### src/rtl/eth_dma_cmd_responder_pkg.sv
// Shared types and widths for the Ethernet debug-DMA command responder.
package eth_dma_cmd_responder_pkg;

    localparam int unsigned DMA_CNT_W  = 16;
    localparam int unsigned DMA_ADDR_W = 32;
    localparam int unsigned DMA_DATA_W = 32;
    localparam int unsigned DMA_OUT_W  = 4;

    typedef enum logic {
        DMA_OP_READ  = 1'b0,
        DMA_OP_WRITE = 1'b1
    } dma_resp_op_t;

    typedef enum logic [2:0] {
        ST_IDLE     = 3'd0,
        ST_RD_RUN   = 3'd1,
        ST_RD_DRAIN = 3'd2,
        ST_WR_FETCH = 3'd3,
        ST_WR_REQ   = 3'd4,
        ST_FIN      = 3'd5
    } dma_resp_state_t;

endpackage

### src/rtl/eth_dma_rd_tracker.sv
// Read-side bookkeeping: issued/received/outstanding counters and the
// outstanding-request credit check.
module eth_dma_rd_tracker
    import eth_dma_cmd_responder_pkg::*;
#(
    parameter int unsigned MAX_OUT = 4
) (
    input  logic                 clk,
    input  logic                 rstn,
    input  logic                 clear_i,
    input  logic [DMA_CNT_W-1:0] count_i,
    input  logic                 gnt_i,
    input  logic                 rvalid_i,
    output logic [DMA_CNT_W-1:0] issued_o,
    output logic [DMA_CNT_W-1:0] received_o,
    output logic                 can_issue_o,
    output logic                 issue_done_o,
    output logic                 rd_complete_o
);

    logic [DMA_CNT_W-1:0] issued_q, issued_d;
    logic [DMA_CNT_W-1:0] received_q, received_d;
    logic [DMA_OUT_W-1:0] out_q, out_d;

    always_comb begin
        issued_d   = issued_q;
        received_d = received_q;
        out_d      = out_q;
        if (clear_i) begin
            issued_d   = '0;
            received_d = '0;
            out_d      = '0;
        end else begin
            if (gnt_i)    issued_d   = issued_q + DMA_CNT_W'(1);
            if (rvalid_i) received_d = received_q + DMA_CNT_W'(1);
            // A grant and a response in the same cycle cancel out.
            if (gnt_i && !rvalid_i)      out_d = out_q + DMA_OUT_W'(1);
            else if (!gnt_i && rvalid_i) out_d = out_q - DMA_OUT_W'(1);
        end
    end

    always_ff @(posedge clk or negedge rstn) begin
        if (!rstn) begin
            issued_q   <= '0;
            received_q <= '0;
            out_q      <= '0;
        end else begin
            issued_q   <= issued_d;
            received_q <= received_d;
            out_q      <= out_d;
        end
    end

    assign issued_o      = issued_q;
    assign received_o    = received_q;
    assign can_issue_o   = (issued_q < count_i) && (out_q < DMA_OUT_W'(MAX_OUT));
    assign issue_done_o  = (issued_q == count_i);
    assign rd_complete_o = (received_q == count_i);

endmodule

### src/rtl/eth_dma_cmd_responder.sv
// Debug-DMA command target: executes one READ (mem->write buffer) or
// WRITE (read buffer->mem) command at a time and reports idle on dma_done.
module eth_dma_cmd_responder
    import eth_dma_cmd_responder_pkg::*;
#(
    parameter int unsigned BUF_AW  = 10,
    parameter int unsigned MAX_OUT = 4
) (
    input  logic                  clk,
    input  logic                  rstn,
    input  logic                  cmd_valid,
    input  logic                  cmd_op,
    input  logic [DMA_ADDR_W-1:0] cmd_addr,
    input  logic [BUF_AW-1:0]     cmd_buf_addr,
    input  logic [DMA_CNT_W-1:0]  cmd_count,
    output logic                  cmd_ack,
    output logic                  dma_done,
    output logic                  mem_req,
    output logic                  mem_we,
    output logic [DMA_ADDR_W-1:0] mem_addr,
    output logic [DMA_DATA_W-1:0] mem_wdata,
    input  logic                  mem_gnt,
    input  logic                  mem_rvalid,
    input  logic [DMA_DATA_W-1:0] mem_rdata,
    output logic                  rb_re,
    output logic [BUF_AW-1:0]     rb_addr,
    input  logic [DMA_DATA_W-1:0] rb_rdata,
    output logic                  wb_we,
    output logic [BUF_AW-1:0]     wb_addr,
    output logic [DMA_DATA_W-1:0] wb_wdata
);

    dma_resp_state_t       state_q, state_d;
    logic [DMA_ADDR_W-1:0] addr_q, addr_d;
    logic [BUF_AW-1:0]     buf_q, buf_d;
    logic [DMA_CNT_W-1:0]  count_q, count_d;
    logic [DMA_CNT_W-1:0]  sent_q, sent_d;
    logic [DMA_DATA_W-1:0] hold_q, hold_d;
    logic                  cap_q, cap_d;
    logic                  ack_q, ack_d;
    logic                  done_q, done_d;

    logic                  trk_clear;
    logic                  rd_active, rd_gnt, rd_rvalid;
    logic                  can_issue, issue_done, rd_complete;
    logic [DMA_CNT_W-1:0]  issued, received;

    assign rd_active = (state_q == ST_RD_RUN) || (state_q == ST_RD_DRAIN);
    assign rd_gnt    = mem_gnt && (state_q == ST_RD_RUN) && can_issue;
    assign rd_rvalid = mem_rvalid && rd_active;

    eth_dma_rd_tracker #(
        .MAX_OUT (MAX_OUT)
    ) u_rd_tracker (
        .clk           (clk),
        .rstn          (rstn),
        .clear_i       (trk_clear),
        .count_i       (count_q),
        .gnt_i         (rd_gnt),
        .rvalid_i      (rd_rvalid),
        .issued_o      (issued),
        .received_o    (received),
        .can_issue_o   (can_issue),
        .issue_done_o  (issue_done),
        .rd_complete_o (rd_complete)
    );

    // Next-state logic; dma_done stays low through FIN and the first IDLE cycle.
    always_comb begin
        state_d   = state_q;
        addr_d    = addr_q;
        buf_d     = buf_q;
        count_d   = count_q;
        sent_d    = sent_q;
        hold_d    = hold_q;
        cap_d     = cap_q;
        done_d    = done_q;
        ack_d     = 1'b0;
        trk_clear = 1'b0;
        case (state_q)
            ST_IDLE: begin
                if (!done_q) begin
                    done_d = 1'b1;
                end else if (cmd_valid) begin
                    ack_d     = 1'b1;
                    done_d    = 1'b0;
                    addr_d    = cmd_addr;
                    buf_d     = cmd_buf_addr;
                    count_d   = cmd_count;
                    sent_d    = '0;
                    trk_clear = 1'b1;
                    if (cmd_count == '0)                            state_d = ST_FIN;
                    else if (dma_resp_op_t'(cmd_op) == DMA_OP_WRITE) state_d = ST_WR_FETCH;
                    else                                            state_d = ST_RD_RUN;
                end
            end
            ST_RD_RUN: begin
                if (issue_done) state_d = ST_RD_DRAIN;
            end
            ST_RD_DRAIN: begin
                if (rd_complete) state_d = ST_FIN;
            end
            ST_WR_FETCH: begin
                cap_d   = 1'b1;
                state_d = ST_WR_REQ;
            end
            ST_WR_REQ: begin
                if (cap_q) begin
                    hold_d = rb_rdata;
                    cap_d  = 1'b0;
                end else if (mem_gnt) begin
                    sent_d  = sent_q + DMA_CNT_W'(1);
                    state_d = (sent_q + DMA_CNT_W'(1) == count_q) ? ST_FIN : ST_WR_FETCH;
                end
            end
            ST_FIN: begin
                state_d = ST_IDLE;
            end
            default: begin
                state_d = ST_IDLE;
            end
        endcase
    end

    always_ff @(posedge clk or negedge rstn) begin
        if (!rstn) begin
            state_q <= ST_IDLE;
            addr_q  <= '0;
            buf_q   <= '0;
            count_q <= '0;
            sent_q  <= '0;
            hold_q  <= '0;
            cap_q   <= 1'b0;
            ack_q   <= 1'b0;
            done_q  <= 1'b1;
        end else begin
            state_q <= state_d;
            addr_q  <= addr_d;
            buf_q   <= buf_d;
            count_q <= count_d;
            sent_q  <= sent_d;
            hold_q  <= hold_d;
            cap_q   <= cap_d;
            ack_q   <= ack_d;
            done_q  <= done_d;
        end
    end

    // Memory port: derived from registered state only, so a pending request
    // and its address/data cannot change until it is granted.
    always_comb begin
        mem_req   = 1'b0;
        mem_we    = 1'b0;
        mem_addr  = '0;
        mem_wdata = '0;
        if ((state_q == ST_RD_RUN) && can_issue) begin
            mem_req  = 1'b1;
            mem_addr = addr_q + DMA_ADDR_W'(issued);
        end else if ((state_q == ST_WR_REQ) && !cap_q) begin
            mem_req   = 1'b1;
            mem_we    = 1'b1;
            mem_addr  = addr_q + DMA_ADDR_W'(sent_q);
            mem_wdata = hold_q;
        end
    end

    assign rb_re    = (state_q == ST_WR_FETCH);
    assign rb_addr  = rb_re ? (buf_q + BUF_AW'(sent_q)) : '0;
    assign wb_we    = rd_rvalid;
    assign wb_addr  = wb_we ? (buf_q + BUF_AW'(received)) : '0;
    assign wb_wdata = wb_we ? mem_rdata : '0;
    assign cmd_ack  = ack_q;
    assign dma_done = done_q;

endmodule

### config.mk
export PLATFORM = sky130hd
export DESIGN_NAME = eth_dma_cmd_responder
export DESIGN_NICKNAME = d
export VERILOG_FILES = /design/src/rtl/eth_dma_cmd_responder_pkg.sv /design/src/rtl/eth_dma_rd_tracker.sv /design/src/rtl/eth_dma_cmd_responder.sv
export SDC_FILE = /design/constraint.sdc
export NUM_CORES = 1
export LEC_CHECK = 0
export ABC_CLOCK_PERIOD_IN_PS = 4100
export CAP_MARGIN = 15
export CORE_ASPECT_RATIO = 1.4
export CORE_MARGIN = 4
export CORE_UTILIZATION = 30
export DETAILED_ROUTE_END_ITERATION = 8
export GPL_TIMING_DRIVEN = 1
export SYNTH_ARGS = -nofsm -noshare
export SYNTH_HDL_FRONTEND = slang
export SYNTH_SLANG_ARGS = --single-unit
export TNS_END_PERCENT = 50
### constraint.sdc
create_clock -name clk -period 4.1 [get_ports clk]
set_clock_uncertainty 0.15 [all_clocks]
set_input_delay 0.615 -clock clk [delete_from_list [all_inputs] [get_ports clk]]
set_output_delay 0.615 -clock clk [all_outputs]
set_load 0.01 [all_outputs]
==> results of run 1 <==
## power by group through the flow
stage,combinational (W),clock (W),sequential [W]
after floorplan,0.00228,0,0.00231
after global placement,0.00361,0,0.00245
after detailed placement,0.00368,0,0.00247
after CTS,0.00367,0.00153,0.00245
after global routing,0.00406,0.00159,0.00254
final,0.00367,0.00149,0.00246
## through the flow
stage                     hold WS [ns]  area, sq um  setup WS [ns]  std cells
after floorplan                  0.169        10500          0.608       1231
after global placement           0.330        13800        -0.0287       1935
after detailed placement         0.338        13800        -0.0779       1935
after CTS                       0.0577        14500        0.00588       1971
after global routing            0.0886        14700        -0.0547       1976
final                           0.0374        14700         0.0640       1976
## final cells by class
cell class / count / area share [%]
flip-flops and latches: 148 / 25.3
clock buffers: 20 / 3.05
well taps: 456 / 3.89
repair buffers: 311 / 20.1
multi-input cells: 991 / 46.1
inverters: 38 / 0.982
clock inverters: 12 / 0.666
## layout by cell type (no fill, tap or decap), types with 19 or more instances in the layout
master / Yosys / final
clkdlybuf4s50_1: 0 / 214
nand2_1: 201 / 201
dfrtp_1: 147 / 145
nor2_1: 79 / 77
o21ai_0: 79 / 75
and2_1: 74 / 75
xnor2_1: 69 / 69
ha_1: 71 / 67
a21oi_1: 72 / 64
buf_4: 0 / 54
xor2_1: 43 / 43
inv_1: 37 / 35
mux2_2: 32 / 32
nand3_1: 27 / 26
nor3_1: 21 / 21
a21o_1: 21 / 21
nand4_1: 19 / 19
## worst max-delay path, cell delays in order, from the launching register on
cell	delay [ns]
dfrtp_1	0.41
ha_1	0.32
a2111oi_2	0.38
nand2_1	0.09
a211o_1	0.29
nor3_4	0.31
buf_6	0.25
a32o_1	0.22
clkdlybuf4s50_1	0.56
## flip-flops by register name (all words and copies together) (netlist names)
| name | cells |
|---|---|
| dma_done | 1 |
| state_q | 3 |
| hold_q | 32 |
| count_q | 16 |
| u_rd_tracker.issued_o | 16 |
| sent_q | 16 |
| cmd_ack | 1 |
| u_rd_tracker.out_q | 4 |
| cap_q | 1 |
| u_rd_tracker.received_o | 16 |
| addr_q | 32 |
| buf_q | 10 |
## routing by layer
layer  track usage [%]  share of wire (%)  wire, um  up-vias
met5                 0                  0         0        -
met4              6.88                2.8       979        0
met3              2.67                3.8      1350       63
met2              34.1                 53     18900      289
met1              20.5                 40     14300     4826
li1                  -                  -         -     4875
## logic make-up (layout without fill, tap and decap cells)
kind of cell / after synthesis / count (layout) / share of synthesized area [%]
adders and majority gates: 76 / 76 / 9.37
and+or+nand+nor: 491 / 491 / 22.5
buffers and inverters: 92 / 381 / 3.45
xor gates and xnor gates: 113 / 113 / 9.56
muxes: 32 / 32 / 3.42
DFF: 148 / 148 / 35.1
AOI/OAI and AO/OA: 279 / 279 / 16.6
## path summary, 6_finish.rpt
check                      cells past startpoint  slack, ns                                  start                                 to
max                                            8       0.06  u_rd_tracker.issued_o[15]$_DFFE_PN0P_                        mem_addr[7]
min                                            1       0.04                                   rstn             hold_q[26]$_DFFE_PN0P_
max reg2reg                                   13       0.38  u_rd_tracker.issued_o[15]$_DFFE_PN0P_  u_rd_tracker.out_q[3]$_DFFE_PN0P_
min reg2reg                                    1       0.35                 hold_q[13]$_DFFE_PN0P_             hold_q[13]$_DFFE_PN0P_
max in group asynchronous                      2       2.85                                   rstn               dma_done$_DFFE_PN1N_
min in group clk                               1       0.35                 hold_q[13]$_DFFE_PN0P_             hold_q[13]$_DFFE_PN0P_
## repair_timing
action	CTS	global route
buffers inserted	4	6
endpoints found under the setup margin	34	39
resized for setup	65	67
pin swaps	8	19
==> impl_metrics.json, run 1 <==
{
  "synth_cells": 1231,
  "crit_path_max_fanout": 12,
  "maxSlewHeadroom_pct": 46.2,
  "dieArea_sq_um": 38300,
  "post-route-util_pct": 42.0,
  "io_pins": 250,
  "async_reset_ff_share_pct": 100,
  "final-seq-area_sq_um": 3710,
  "cts.path.max_buffers": 2,
  "gr-total-overflow": 0,
  "fmax_ghz": 0.248,
  "synth-seq-area-share_pct": 35.1,
  "drv_slew": 0,
  "grt_pass1_wl_um": 55500,
  "drive_above_1_share_pct": 13.4,
  "clk_latency_ns": 0.44,
  "worstSetupStartpointType": "register",
  "p_switching_w": 0.00314,
  "fin_crit_ns": 4.04,
  "cts_max_level": 4,
  "synth.distinct_cells": 73,
  "num_vias": 10100,
  "pwr-share-seq_pct": 32.3,
  "grt_pass1_vias": 10300,
  "rows": 81,
  "multi_input_area_sq_um": 6750,
  "core_sq_um": 34900,
  "path_class": "reg -> out",
  "synth_commonest_cells": "nand2_1 (201), dfrtp_1 (147), nor2_1 (79), o21ai_0 (79), and2_1 (74)",
  "antenna_found_initial": 0,
  "ys_seq_elements": 148,
  "power.density_nw_per_um2": 520,
  "maxCapViolations": 0,
  "power_w": 0.00762,
  "synth_area_sq_um": 10500,
  "root_buffer": "clkbuf_16",
  "ys.flop_type": "dfrtp_1",
  "rsz0062_at_grt": "true",
  "clkTransAtPathRegs_ns": 0.06,
  "yosys.area.top_type": "dfrtp_1",
  "p_leak_nw": 6.56,
  "synth_edf_count": 0,
  "die_w_um": 166,
  "netlist.area_leader.share_pct": 34.9,
  "fin_crit_sh_pct": 98.4,
  "syn_nets": 1435,
  "end_kind": "output port",
  "yosysWarnings": 0,
  "die_y_um": 230,
  "n_fill_cell": 3523,
  "wire_per_inst_um": 18.0,
  "status": "finished clean",
  "vdd_drop_max_v": 0.000318,
  "synth_area_leaders": "dfrtp_1 (35%), ha_1 (8.4%), nand2_1 (7.2%)",
  "fin_setup_tns_ns": 0,
  "avgSynthCellArea_sq_um": 8.57,
  "yosysMostFrequentCell": "nand2_1",
  "cts_hold_buffers": 0,
  "cts-buffers-inserted": 17,
  "final_nets": 1711,
  "routed_wl_um": 35500,
  "gp_congestion": 0.927,
  "combPwrFrac_pct": 48.2,
  "port_buffers": 249,
  "n_antenna_cell": 0,
  "drt_iter0_markers": 449,
  "cts_tree": "done",
  "synthToLayoutAreaGrowth_pct": 39.0,
  "drt-pass1-iter-count": 5,
  "grt_max_degree": 110,
  "internal_power_w": 0.00448,
  "grt_usage_pct": 18.1,
  "cts_sinks": 148,
  "drc": 0,
  "hpwl_um": 27600,
  "hold_viol": 0,
  "cp_data_required_time_ns": 3.34,
  "clkPwrFrac_pct": 19.5,
  "arrival_ns": 3.27,
  "initial_core_util_pct": 30.2,
  "min_path_type": "in -> async",
  "setup_viol": 0,
  "swShare_pct": 41.2,
  "tightestPinTransition_ns": 0.805,
  "drt-vias-per-instance": 5.09,
  "antenna_left": 0
}
Power figures use the tool's default switching activity.
==> inputs of run 2 (changes only) <==
- PLACE_DENSITY_LB_ADDON: not set -> 0.05
==> impl_metrics.json, run 2 (synthesized netlist as in run 1, its figures left out) <==
{
  "status": "finished clean",
  "cts_max_level": 4,
  "clkPwrFrac_pct": 20.4,
  "initial_core_util_pct": 30.2,
  "die_w_um": 166,
  "min_path_type": "in -> async",
  "final-seq-area_sq_um": 3710,
  "reg2reg_slack_ns": 0.45,
  "routed_wl_um": 37600,
  "grt_usage_pct": 19.4,
  "dp_cells": 1945,
  "multi_input_area_sq_um": 6780,
  "fin_crit_sh_pct": 98.0,
  "arrival_ns": 3.25,
  "n_fill_cell": 3580,
  "post-route-util_pct": 42.5,
  "num_vias": 9885,
  "drt-pass1-iter-count": 5,
  "reg_top3": "addr_q: 32 flops, hold_q: 32 flops",
  "final_common_cell": "clkdlybuf4s50_1",
  "fin_setup_tns_ns": 0,
  "gr-total-overflow": 0,
  "worstSetupStartpointType": "register",
  "final_cell_mix": "clkdlybuf4s50_1 (214), nand2_1 (201), dfrtp_1 (142)",
  "maxSlewHeadroom_pct": 43.5,
  "internal_power_w": 0.00463,
  "root_buffer": "clkbuf_16",
  "fin_crit_ns": 4.02,
  "hpwl_um": 29100,
  "cts-buffers-inserted": 17,
  "dieArea_sq_um": 38300,
  "cts_tree": "done",
  "io_pins": 250,
  "p_leak_nw": 6.70,
  "grt_max_degree": 81,
  "rsz0062_at_grt": "true",
  "reg2reg_depth": 14,
  "cts.path.max_buffers": 2,
  "end_kind": "output port",
  "die_y_um": 230,
  "final_nets": 1719,
  "maxCapViolations": 0,
  "port_buffers": 249,
  "drt-vias-per-instance": 4.98,
  "tightestPinTransition_ns": 0.847,
  "drv_slew": 0,
  "drt_iter0_markers": 443,
  "drc": 0,
  "antenna_left": 0,
  "cp_data_required_time_ns": 3.34,
  "gp_congestion": 0.848,
  "clkTransAtPathRegs_ns": 0.07,
  "swShare_pct": 40.6,
  "p_switching_w": 0.00316,
  "power.density_nw_per_um2": 525,
  "combPwrFrac_pct": 47.5,
  "clk_latency_ns": 0.44,
  "grt_pass1_vias": 10400,
  "hold_viol": 0,
  "setup_viol": 0,
  "synthToLayoutAreaGrowth_pct": 40.7,
  "wire_per_inst_um": 18.9,
  "crit_path_max_fanout": 4,
  "rows": 81,
  "r2r_end": "u_rd_tracker.out_q[3]$_DFFE_PN0P_",
  "drive_above_1_share_pct": 14.5,
  "cts_sinks": 148,
  "vdd_drop_max_v": 0.000241,
  "path_class": "reg -> out",
  "antenna_found_initial": 1,
  "instances_no_fill": 1985,
  "grt_pass1_wl_um": 58700,
  "fmax_ghz": 0.249,
  "pwr-share-seq_pct": 32.1,
  "core_sq_um": 34900,
  "r2r_start": "u_rd_tracker.issued_o[15]$_DFFE_PN0P_"
}
## run 2: cell count changes in the layout (fill, tap and decap cells not counted), moves of 4 or more
| cell | delta |
|---|---|
| buf_4 | +11 |
| clkbuf_2 | -7 |
| clkinvlp_4 | +4 |
| a21oi_1 | -4 |
| buf_6 | -4 |
| dlygate4sd2_1 | -7 |
| dlymetal6s2s_1 | +8 |
| a21oi_2 | +5 |
## run 2: metrics by stage
stage	total power [W]	hold WS (ns)	setup WS [ns]	instance area (sq um)
6_report	0.00779	0.104	0.0832	14800
2_1_floorplan	0.00459	0.169	0.608	10500
3_5_place_dp	0.00619	0.337	-0.00121	13900
5_1_grt	0.00842	0.169	-0.0532	14800
3_3_place_gp	0.00615	0.331	0.0134	13900
4_1_cts	0.00783	0.137	-0.128	14600
## run 2: layout make-up
cell class,instances,share of cell area [%]
Clock inverter,15,1.06
Antenna cell,1,0.0169
Inverter,38,0.978
Multi-Input combinational cell,991,45.7
Sequential cell,148,25.0
Timing Repair Buffer,319,20.5
Tap cell,456,3.85
Clock buffer,17,2.87
## run 2: how the worst max path moves through the flow
stage	from	endpoint	slack [ns]	depth (start not counted)
2_1_floorplan	count_q[15]$_DFFE_PN0P_	u_rd_tracker.out_q[3]$_DFFE_PN0P_	0.61	15
3_3_place_gp	addr_q[0]$_DFFE_PN0P_	mem_addr[18]	0.01	13
3_5_place_dp	addr_q[2]$_DFFE_PN0P_	mem_addr[29]	-0.001	11
4_1_cts	count_q[11]$_DFFE_PN0P_	mem_addr[5]	-0.13	9
5_1_grt	addr_q[3]$_DFFE_PN0P_	mem_addr[25]	-0.05	12
6_report	addr_q[1]$_DFFE_PN0P_	mem_addr[25]	0.08	12
## run 2: per-layer routing
metal | track usage, % | vias up | wire length, um
met5 | 0 | - | 0
li1 | - | 4875 | -
met1 | 22.4 | 4735 | 15300
met4 | 6.09 | 0 | 917
met2 | 35.8 | 232 | 19800
met3 | 4.09 | 43 | 1630
## run 2: worst max-delay path, stage by stage, from the launching register on
cell and delay (ns):
dfrtp_2 0.44, ha_1 0.34, a211oi_2 0.26, o21bai_1 0.13, o2111a_2 0.30, nor4b_2 0.24
buf_4 0.17, o21bai_1 0.15, o211a_1 0.22, buf_4 0.13, o31ai_1 0.07, o31ai_1 0.10
clkdlybuf4s15_2 0.27
## run 2: power groups by stage
stage	Sequential (W)	Combinational, W	Clock [W]
after floorplan	0.00231	0.00228	0
after global placement	0.00251	0.00365	0
after detailed placement	0.00252	0.00367	0
after CTS	0.00251	0.00369	0.00164
after global routing	0.00258	0.00414	0.00170
final	0.00250	0.00370	0.00159
## run 2: repair_timing
item | 4_1_cts | 5_1_grt
hold endpoints to repair | 0 | 0
pin swaps | 4 | 13
buffers inserted | 1 | 6
endpoints found under the setup margin | 34 | 36
resized for setup | 59 | 72
hold buffers | 0 | 0
